## src/rtl/stopwatch_pkg.sv

```systemverilog
// Shared types and widths for the stopwatch control slice.
package stopwatch_pkg;

  localparam int BCD_W = 8;

  typedef enum logic [1:0] {
    ST_IDLE     = 2'd0,
    ST_COUNTING = 2'd1,
    ST_SPLIT    = 2'd2,
    ST_PAUSED   = 2'd3
  } state_e;

endpackage

```

## src/rtl/stopwatch_ctl_if.sv

```systemverilog
// Board/Counter/display signals of the stopwatch controller, plus the FSM state for observation.
interface stopwatch_ctl_if;
  import stopwatch_pkg::*;

  // Buttons are raw levels; there is no valid/ready handshake on this interface.
  logic               btn_trig;
  logic               btn_split;
  logic [BCD_W-1:0]   time_reading;
  logic               count_enabled;
  logic               init_counter;
  logic               show_split;
  logic [BCD_W-1:0]   display_reading;
  state_e             dbg_state;

  modport master (
    output btn_trig, btn_split, time_reading,
    input  count_enabled, init_counter, show_split, display_reading, dbg_state
  );

  modport slave (
    input  btn_trig, btn_split, time_reading,
    output count_enabled, init_counter, show_split, display_reading, dbg_state
  );

endinterface

```

## src/rtl/stopwatch_ctl_btn_conditioner.sv

```systemverilog
// Synchronizes a raw button, debounces it, and emits one registered pulse per stable press.
module btn_conditioner #(
  parameter int DEBOUNCE_CYCLES = 1000000
) (
  input  logic clk,
  input  logic init_regs_n,
  input  logic btn_raw,
  output logic press_pulse
);

  localparam int             CW   = $clog2(DEBOUNCE_CYCLES + 1);
  localparam logic [CW-1:0]  LAST = CW'(DEBOUNCE_CYCLES - 1);

  logic          sync1_q, sync2_q;
  logic          stable_q, stable_d;
  logic          pulse_q, pulse_d;
  logic [CW-1:0] cnt_q, cnt_d;

  // Count only while the synchronized level disagrees; any agreement restarts from zero.
  always_comb begin
    stable_d = stable_q;
    pulse_d  = 1'b0;
    cnt_d    = '0;
    if (sync2_q != stable_q) begin
      if (cnt_q == LAST) begin
        stable_d = sync2_q;
        pulse_d  = sync2_q;
      end else begin
        cnt_d = cnt_q + CW'(1);
      end
    end
  end

  always_ff @(posedge clk or negedge init_regs_n) begin
    if (!init_regs_n) begin
      sync1_q  <= 1'b0;
      sync2_q  <= 1'b0;
      stable_q <= 1'b0;
      pulse_q  <= 1'b0;
      cnt_q    <= '0;
    end else begin
      sync1_q  <= btn_raw;
      sync2_q  <= sync1_q;
      stable_q <= stable_d;
      pulse_q  <= pulse_d;
      cnt_q    <= cnt_d;
    end
  end

  assign press_pulse = pulse_q;

endmodule

```

## src/rtl/stopwatch_ctl.sv

```systemverilog
// Stopwatch control FSM: start/stop/split/clear from two conditioned buttons, lap snapshot and display mux.
module stopwatch_ctl
  import stopwatch_pkg::*;
#(
  parameter int DEBOUNCE_CYCLES = 1000000
) (
  input  logic            clk,
  input  logic            init_regs_n,
  stopwatch_ctl_if.slave  sw
);

  logic             trig_pulse, split_pulse;
  state_e           state_q, state_d;
  logic             en_q, en_d;
  logic             init_q, init_d;
  logic             show_q, show_d;
  logic [BCD_W-1:0] split_q, split_d;

  btn_conditioner #(.DEBOUNCE_CYCLES(DEBOUNCE_CYCLES)) u_trig (
    .clk(clk), .init_regs_n(init_regs_n), .btn_raw(sw.btn_trig), .press_pulse(trig_pulse)
  );

  btn_conditioner #(.DEBOUNCE_CYCLES(DEBOUNCE_CYCLES)) u_split (
    .clk(clk), .init_regs_n(init_regs_n), .btn_raw(sw.btn_split), .press_pulse(split_pulse)
  );

  // Trig is tested first in every state so a coincident split is dropped.
  always_comb begin
    state_d = state_q;
    split_d = split_q;
    case (state_q)
      ST_IDLE:     if (trig_pulse) state_d = ST_COUNTING;
      ST_COUNTING: begin
        if (trig_pulse) state_d = ST_PAUSED;
        else if (split_pulse) begin
          state_d = ST_SPLIT;
          split_d = sw.time_reading;
        end
      end
      ST_SPLIT: begin
        if (trig_pulse)       state_d = ST_PAUSED;
        else if (split_pulse) state_d = ST_COUNTING;
      end
      ST_PAUSED: begin
        if (trig_pulse)       state_d = ST_COUNTING;
        else if (split_pulse) state_d = ST_IDLE;
      end
      default:                state_d = ST_IDLE;
    endcase
    // Outputs are decoded from the next state so they register on the same edge.
    en_d   = (state_d == ST_COUNTING) || (state_d == ST_SPLIT);
    init_d = (state_d == ST_IDLE);
    show_d = (state_d == ST_SPLIT);
  end

  always_ff @(posedge clk or negedge init_regs_n) begin
    if (!init_regs_n) begin
      state_q <= ST_IDLE;
      en_q    <= 1'b0;
      init_q  <= 1'b1;
      show_q  <= 1'b0;
      split_q <= '0;
    end else begin
      state_q <= state_d;
      en_q    <= en_d;
      init_q  <= init_d;
      show_q  <= show_d;
      split_q <= split_d;
    end
  end

  assign sw.count_enabled   = en_q;
  assign sw.init_counter    = init_q;
  assign sw.show_split      = show_q;
  assign sw.display_reading = show_q ? split_q : sw.time_reading;
  assign sw.dbg_state       = state_q;

endmodule
```

## src/flat_wrapper.sv

```systemverilog
// flat-port wrapper written by rule: the top's interface ports become plain ports
module stopwatch_ctl_flat import stopwatch_pkg::*;
#(
  parameter int DEBOUNCE_CYCLES = 1000000
)
  (clk, init_regs_n, sw_btn_trig, sw_btn_split, sw_time_reading, sw_count_enabled, sw_init_counter, sw_show_split, sw_display_reading, sw_dbg_state);
  stopwatch_ctl_if sw_i ();
  input  logic clk;
  input  logic init_regs_n;
  input wire logic [$bits(sw_i.btn_trig)-1:0] sw_btn_trig;
  input wire logic [$bits(sw_i.btn_split)-1:0] sw_btn_split;
  input wire logic [$bits(sw_i.time_reading)-1:0] sw_time_reading;
  output wire logic [$bits(sw_i.count_enabled)-1:0] sw_count_enabled;
  output wire logic [$bits(sw_i.init_counter)-1:0] sw_init_counter;
  output wire logic [$bits(sw_i.show_split)-1:0] sw_show_split;
  output wire logic [$bits(sw_i.display_reading)-1:0] sw_display_reading;
  output wire logic [$bits(sw_i.dbg_state)-1:0] sw_dbg_state;
  assign sw_i.btn_trig = sw_btn_trig;
  assign sw_i.btn_split = sw_btn_split;
  assign sw_i.time_reading = sw_time_reading;
  assign sw_count_enabled = sw_i.count_enabled;
  assign sw_init_counter = sw_i.init_counter;
  assign sw_show_split = sw_i.show_split;
  assign sw_display_reading = sw_i.display_reading;
  assign sw_dbg_state = sw_i.dbg_state;
  stopwatch_ctl #(.DEBOUNCE_CYCLES(DEBOUNCE_CYCLES)) u_core (.clk(clk), .init_regs_n(init_regs_n), .sw(sw_i));
endmodule
```

## config.mk

```make
export PLATFORM = sky130hd
export DESIGN_NAME = stopwatch_ctl_flat
export DESIGN_NICKNAME = d
export VERILOG_FILES = /design/src/rtl/stopwatch_pkg.sv /design/src/rtl/stopwatch_ctl_if.sv /design/src/rtl/stopwatch_ctl_btn_conditioner.sv /design/src/rtl/stopwatch_ctl.sv /design/src/flat_wrapper.sv
export SDC_FILE = /design/constraint.sdc
export NUM_CORES = 1
export LEC_CHECK = 0
export ABC_AREA = 1
export CORE_AREA = 2 2 78 117
export CTS_CLUSTER_DIAMETER = 120
export DETAILED_ROUTE_END_ITERATION = 7
export DIE_AREA = 0 0 80 119
export PLACE_DENSITY = 0.55
export SYNTH_ARGS = -nofsm -noshare
export SYNTH_HDL_FRONTEND = slang
export SYNTH_SLANG_ARGS = --single-unit
```

## constraint.sdc

```tcl
create_clock -name clk -period 1.3 [get_ports clk]
set_input_delay 0.26 -clock clk [delete_from_list [all_inputs] [get_ports clk]]
set_output_delay 0.26 -clock clk [all_outputs]
set_load 0.01 [all_outputs]
```

# ---- Yosys cells after proc, flatten, opt, wreduce, memory -nomap -nowiden
# Cells that the tools add are included.
dict set report word_totals {
  ff_bits 61
  out_inout_bits 13
}
dict set report op_classes {
  add_sub_neg 2
  n_eq_ne 9
  n_mux 17
  n_bitwise 1
  n_reduce_logical 6
}
# cell n
set ops {}
lappend ops {{two-way mux 20 bit} 4}
lappend ops {{adder 20 x 1 -> 20 bit, second input constant} 2}
lappend ops {{== test 20 bit, second input constant} 2}
lappend ops {{two-way mux 2 bit} 7}
lappend ops {{two-way mux 8 bit} 1}
lappend ops {{case mux 2 bit (4 select lines)} 1}
lappend ops {{== test 2 bit, second input constant} 3}
lappend ops {{== test 2 x 1 -> 1 bit, second input constant} 2}
lappend ops {{zero test 2 bit} 2}
lappend ops {{two-way mux 1 bit} 4}
lappend ops {{AND reduction 2 bit} 2}
lappend ops {{AND reduction 3 bit} 1}
lappend ops {{inequality test 1 bit} 2}
lappend ops {{logical OR 1 bit} 1}
lappend ops {{inverter 1 bit} 1}

# ---- Depth between registers and ports, before layout
dict set report depth {
  depth_word 5
  depth_mapped 9
}

# ---- Hierarchy
# From an unflattened synthesis, not the netlist that was laid out.
dict set report unflattened {
  hier_cells 402
  area_unflattened_um2 3275.6
}
# mod instances cells_per_inst area_per_inst_um2 seq_area_each_um2
set modules_own_cells {}
lappend modules_own_cells {btn_conditioner 2 163 1317.5 600.6}
lappend modules_own_cells {stopwatch_ctl 1 76 640.6 326.6}

# ---- Worst setup path before layout
# OpenSTA, ideal clock, no wires.
dict set report synth_timing {
  kind {flip-flop to flip-flop}
  from {register u_core.u_split.cnt_q[0]}
  to {register u_core.u_split.cnt_q[9]}
  t_arrival_ns 1.178
  required_time_ns 1.180
  setup_slack_ns 0.002
  stages_incl_launch_ff 7
  n_path_buf 0
  period_less_slack_ns 1.298
  cell_sequence {dfrtp_1 -> ha_1 -> nand3_1 -> nor2_2 -> nand3_2 -> nand2_1 -> nor2_2}
}
dict set report synth_between {
  elab_chain_len 3
}
# element line
set synth_rtl {}
lappend synth_rtl {{start, declared} stopwatch_ctl_btn_conditioner.sv:17} ;# logic [CW-1:0] cnt_q, cnt_d;
lappend synth_rtl {{start signal, assigned} stopwatch_ctl_btn_conditioner.sv:46} ;# cnt_q <= cnt_d;
lappend synth_rtl {{adder 20 x 1 -> 20 bit or == test 20 bit (tied branches)} {stopwatch_ctl_btn_conditioner.sv:29, stopwatch_ctl_btn_conditioner.sv:25}}
lappend synth_rtl {{two-way mux 20 bit (*)} stopwatch_ctl_btn_conditioner.sv:25} ;# if (cnt_q == LAST) begin
lappend synth_rtl {{two-way mux 20 bit (*)} stopwatch_ctl_btn_conditioner.sv:24} ;# if (sync2_q != stable_q) begin
lappend synth_rtl {{named net u_core.u_split.cnt_d[9]} stopwatch_ctl_btn_conditioner.sv:17}
# The timed path passes the listed nets; every way through them passes the cells marked *.
# A chain may end at the register's enable or synchronous reset.

# ---- Worst setup path after layout
dict set report layout_timing {
  from {register u_core.show_q, in the netlist u_core.sw.show_split}
  to {output port sw_display_reading[6]}
}
dict set report layout_between {
  elab_chain_len 1
}
# element line
set layout_rtl {}
lappend layout_rtl {{start, declared} stopwatch_ctl.sv:16} ;# logic show_q, show_d;
lappend layout_rtl {{start signal, assigned} stopwatch_ctl.sv:67} ;# show_q <= show_d;
lappend layout_rtl {{two-way mux 8 bit} stopwatch_ctl.sv:75} ;# assign sw.display_reading = show_q ? split_q : sw.time_reading;
lappend layout_rtl {{end, declared} flat_wrapper.sv:16} ;# output wire logic [$bits(sw_i.display_reading)-1:0] sw_display_reading;
# No other way between the ends.

==> metrics.yaml <==
sta:
  period_needed_ns: 1.42
  fmax_mhz: 704
  relSlewSlack_pct: 77.9
  post-route-worst-setup-slack_ns: -0.121
  setup_viol: 31
  skew_ns: 0.00855
  hold_viol: 0
  tns_ns: -1.88
  tightest_slew_ns: 0.331
  finalCritPeriodShare_pct: 109
  rsz0062_at_grt: "yes"
  slew_violations: 0
cells_and_area:
  final_util_pct: 59.3
  final_area_mm2: 0.00511
  drive_gt1_share_pct: 48.4
  syn_to_final_growth_pct: 61.8
  nets: 536
  stdcell_count: 635
  insertedDiodeCount: 0
  fillers: 733
grt:
  antenna_found_initial: 0
  grt-ovfl-total: 0
  track_usage_pct: 19.6
  grt_max_degree: 25
  grt_pass1_wl_um: 14300
  first_global_vias: 3095
run:
  cap_violations: 0
clock_network:
  clock_latency_ns: 0.33
  cts_buffers: 9
  cts_tree: "yes"
  clock_path_buffers: 2
  clk_pin_slew_ns: 0.06
  root_buffer: "clkbuf_16"
  cts.sinks: 61
  htreeDepth: 3
synth:
  synth_area_leaders: "dfrtp_1 48%, nor2_1 11%, nand2_1 9.0%"
  syn-num-nets: 417
  netlist_area_mm2: 0.00316
  yosys.area.top_type: "dfrtp_1"
  synthCells: 401
  avgSynthCellArea_um2: 7.88
  synth_top_area_share_pct: 47.5
  seq_area_frac_synth_pct: 48.4
  ys_types: 26
  synth_seq_cells: 61
  ys_warn_count: 0
floorplan:
  core_area_mm2: 0.00862
  initial_core_util_pct: 36.6
  dieArea_mm2: 0.00952
  die-width_um: 80
  die_h_um: 119
  io_pins: 25
  rows: 42
status:
  status: "complete, but fails checks"
  violations: "negative setup slack"
worst_setup_path:
  crit_path_start_kind: "register"
  r2r_setup_slack_ns: -0.11
  cp-end-kind: "output pin"
  critPathRequiredTime_ns: 1.04
  critPathKind: "reg2out"
  worstPathArrival_ns: 1.16
  cp_max_fo: 8
power_and_ir_drop:
  power_density_mw_per_mm2: 900
  vdd_drop_max_uv: 798
  p_leak_uw: 0.00222
routing:
  ant_nets: 0
  drc_errors: 0
  drt_first_iter_violations: 122
  via_per_inst: 4.79
  routedWlPerCell_um: 14.2
  firstDrtPassIters: 4
  vias: 3042
  finalWirelength_um: 9030
hold_path:
  hp-class: "in2async"
placement:
  hpwlAfterDp_um: 6040
  io_buffer_count: 24
  placed_cells: 601
  postPlaceCellArea_mm2: 0.00404
  routabilityCongestion: 0.871
## worst max-delay path, cell delays in order, from the launching register on
cell     delay [ns]
dfrtp_2        0.43
buf_6          0.15
nand2_1        0.07
o21ai_2        0.05
buf_2          0.13
## flip-flops by register name (all words and copies together), names as in the netlist, 2 cells and up
name and count:
u_core.split_q 8, u_core.sw.dbg_state 2, u_core.u_split.cnt_q 20, u_core.u_trig.cnt_q 20
## what timing repair did
action / CTS / global route
pin swaps: 26 / 46
cloned: 1 / 0
endpoints found under the hold margin: 4 / 0
setup endpoints to repair: 39 / 48
hold buffers: 1 / 0
resized for setup: 138 / 89
buffers inserted: 9 / 8
## placed cells by master (no fill, tap or decap), types with 9 or more instances in the layout
| cell | netlist | final |
|---|---|---|
| nor2_2 | 12 | 22 |
| nand2_1 | 76 | 60 |
| clkdlybuf4s50_1 | 0 | 10 |
| nor2_4 | 2 | 21 |
| nand3_1 | 37 | 11 |
| dfrtp_1 | 60 | 48 |
| nor2_1 | 92 | 63 |
| buf_2 | 0 | 11 |
| nand3_2 | 2 | 21 |
| dfrtp_2 | 0 | 12 |
| buf_4 | 0 | 64 |
| nand2_2 | 8 | 17 |
| clkbuf_16 | 0 | 9 |
| buf_6 | 1 | 20 |
| inv_1 | 41 | 36 |
## power breakdown
part	total [µW]	internal, µW	switching [µW]
Clock	2390	1490	898
Sequential	1950	1920	26.9
Combinational	265	131	134
Total	4600	3540	1060
## worst paths after layout
path                            cells after the start                     from                       end
worst max register to register                      8  u_core.u_split.cnt_q[1]  u_core.u_split.cnt_q[19]
max in group asynchronous                           3              init_regs_n   u_core.u_split.cnt_q[5]
worst max-delay path                                4     u_core.sw.show_split     sw_display_reading[6]
worst min register to register                      0    u_core.u_trig.sync1_q     u_core.u_trig.sync2_q
min in group clk                                    0    u_core.u_trig.sync1_q     u_core.u_trig.sync2_q
worst min-delay path                                2              init_regs_n   u_core.u_trig.cnt_q[10]
## routing by layer
| layer | track usage [%] | share of wire (%) | vias to the layer above |
|---|---|---|---|
| met3 | 4.09 | 2.4 | 23 |
| met2 | 36.6 | 60 | 49 |
| met4 | 9.85 | 3.3 | 0 |
| met1 | 19.8 | 35 | 1467 |
| li1 | - | - | 1503 |
| met5 | 0 | 0 | - |
## synthesized netlist by cell type (all sizes together)
library cell  count
buf               1
inv              44
o21ai            19
xor2             12
dfstp             1
o21a              1
and2              1
nor3b             1
nand4             8
nor2            106
clkbuf            2
ha                4
nand3            39
a21oi             5
o22ai             1
nand2            84
xnor2             8
dfrtp            60
nor3              4
## per-stage QoR
step,total power [µW],hold slack [ns],worst slack [ns]
4_1_cts,4640,0.307,-0.142
5_1_grt,4770,0.318,-0.168
2_1_floorplan,2040,-0.0356,0.00217
3_3_place_gp,2200,0.121,-0.424
3_5_place_dp,2200,0.118,-0.457
6_report,4600,0.303,-0.121
## logic make-up (layout without fill, tap and decap cells)
family | count (synthesis) | count (layout) | synth area share [%]
xor+xnor | 20 | 20 | 6.02
buf+inv | 47 | 171 | 5.82
fa+ha+maj | 4 | 4 | 1.58
flops | 61 | 61 | 48.4
compound gates | 26 | 26 | 4.24
simple gates | 243 | 243 | 34.0
## area by class of cell
type / instances / area [µm²] / share of cell area, %
Tap cell: 110 / 138 / 2.69
Clock inverter: 7 / 76.3 / 1.49
Multi-Input combinational cell: 293 / 2020 / 39.5
Sequential cell: 61 / 1540 / 30.2
Clock buffer: 9 / 225 / 4.41
Inverter: 44 / 173 / 3.38
Timing Repair Buffer: 111 / 940 / 18.4
No activity file was read; power rests on OpenSTA's default activity.
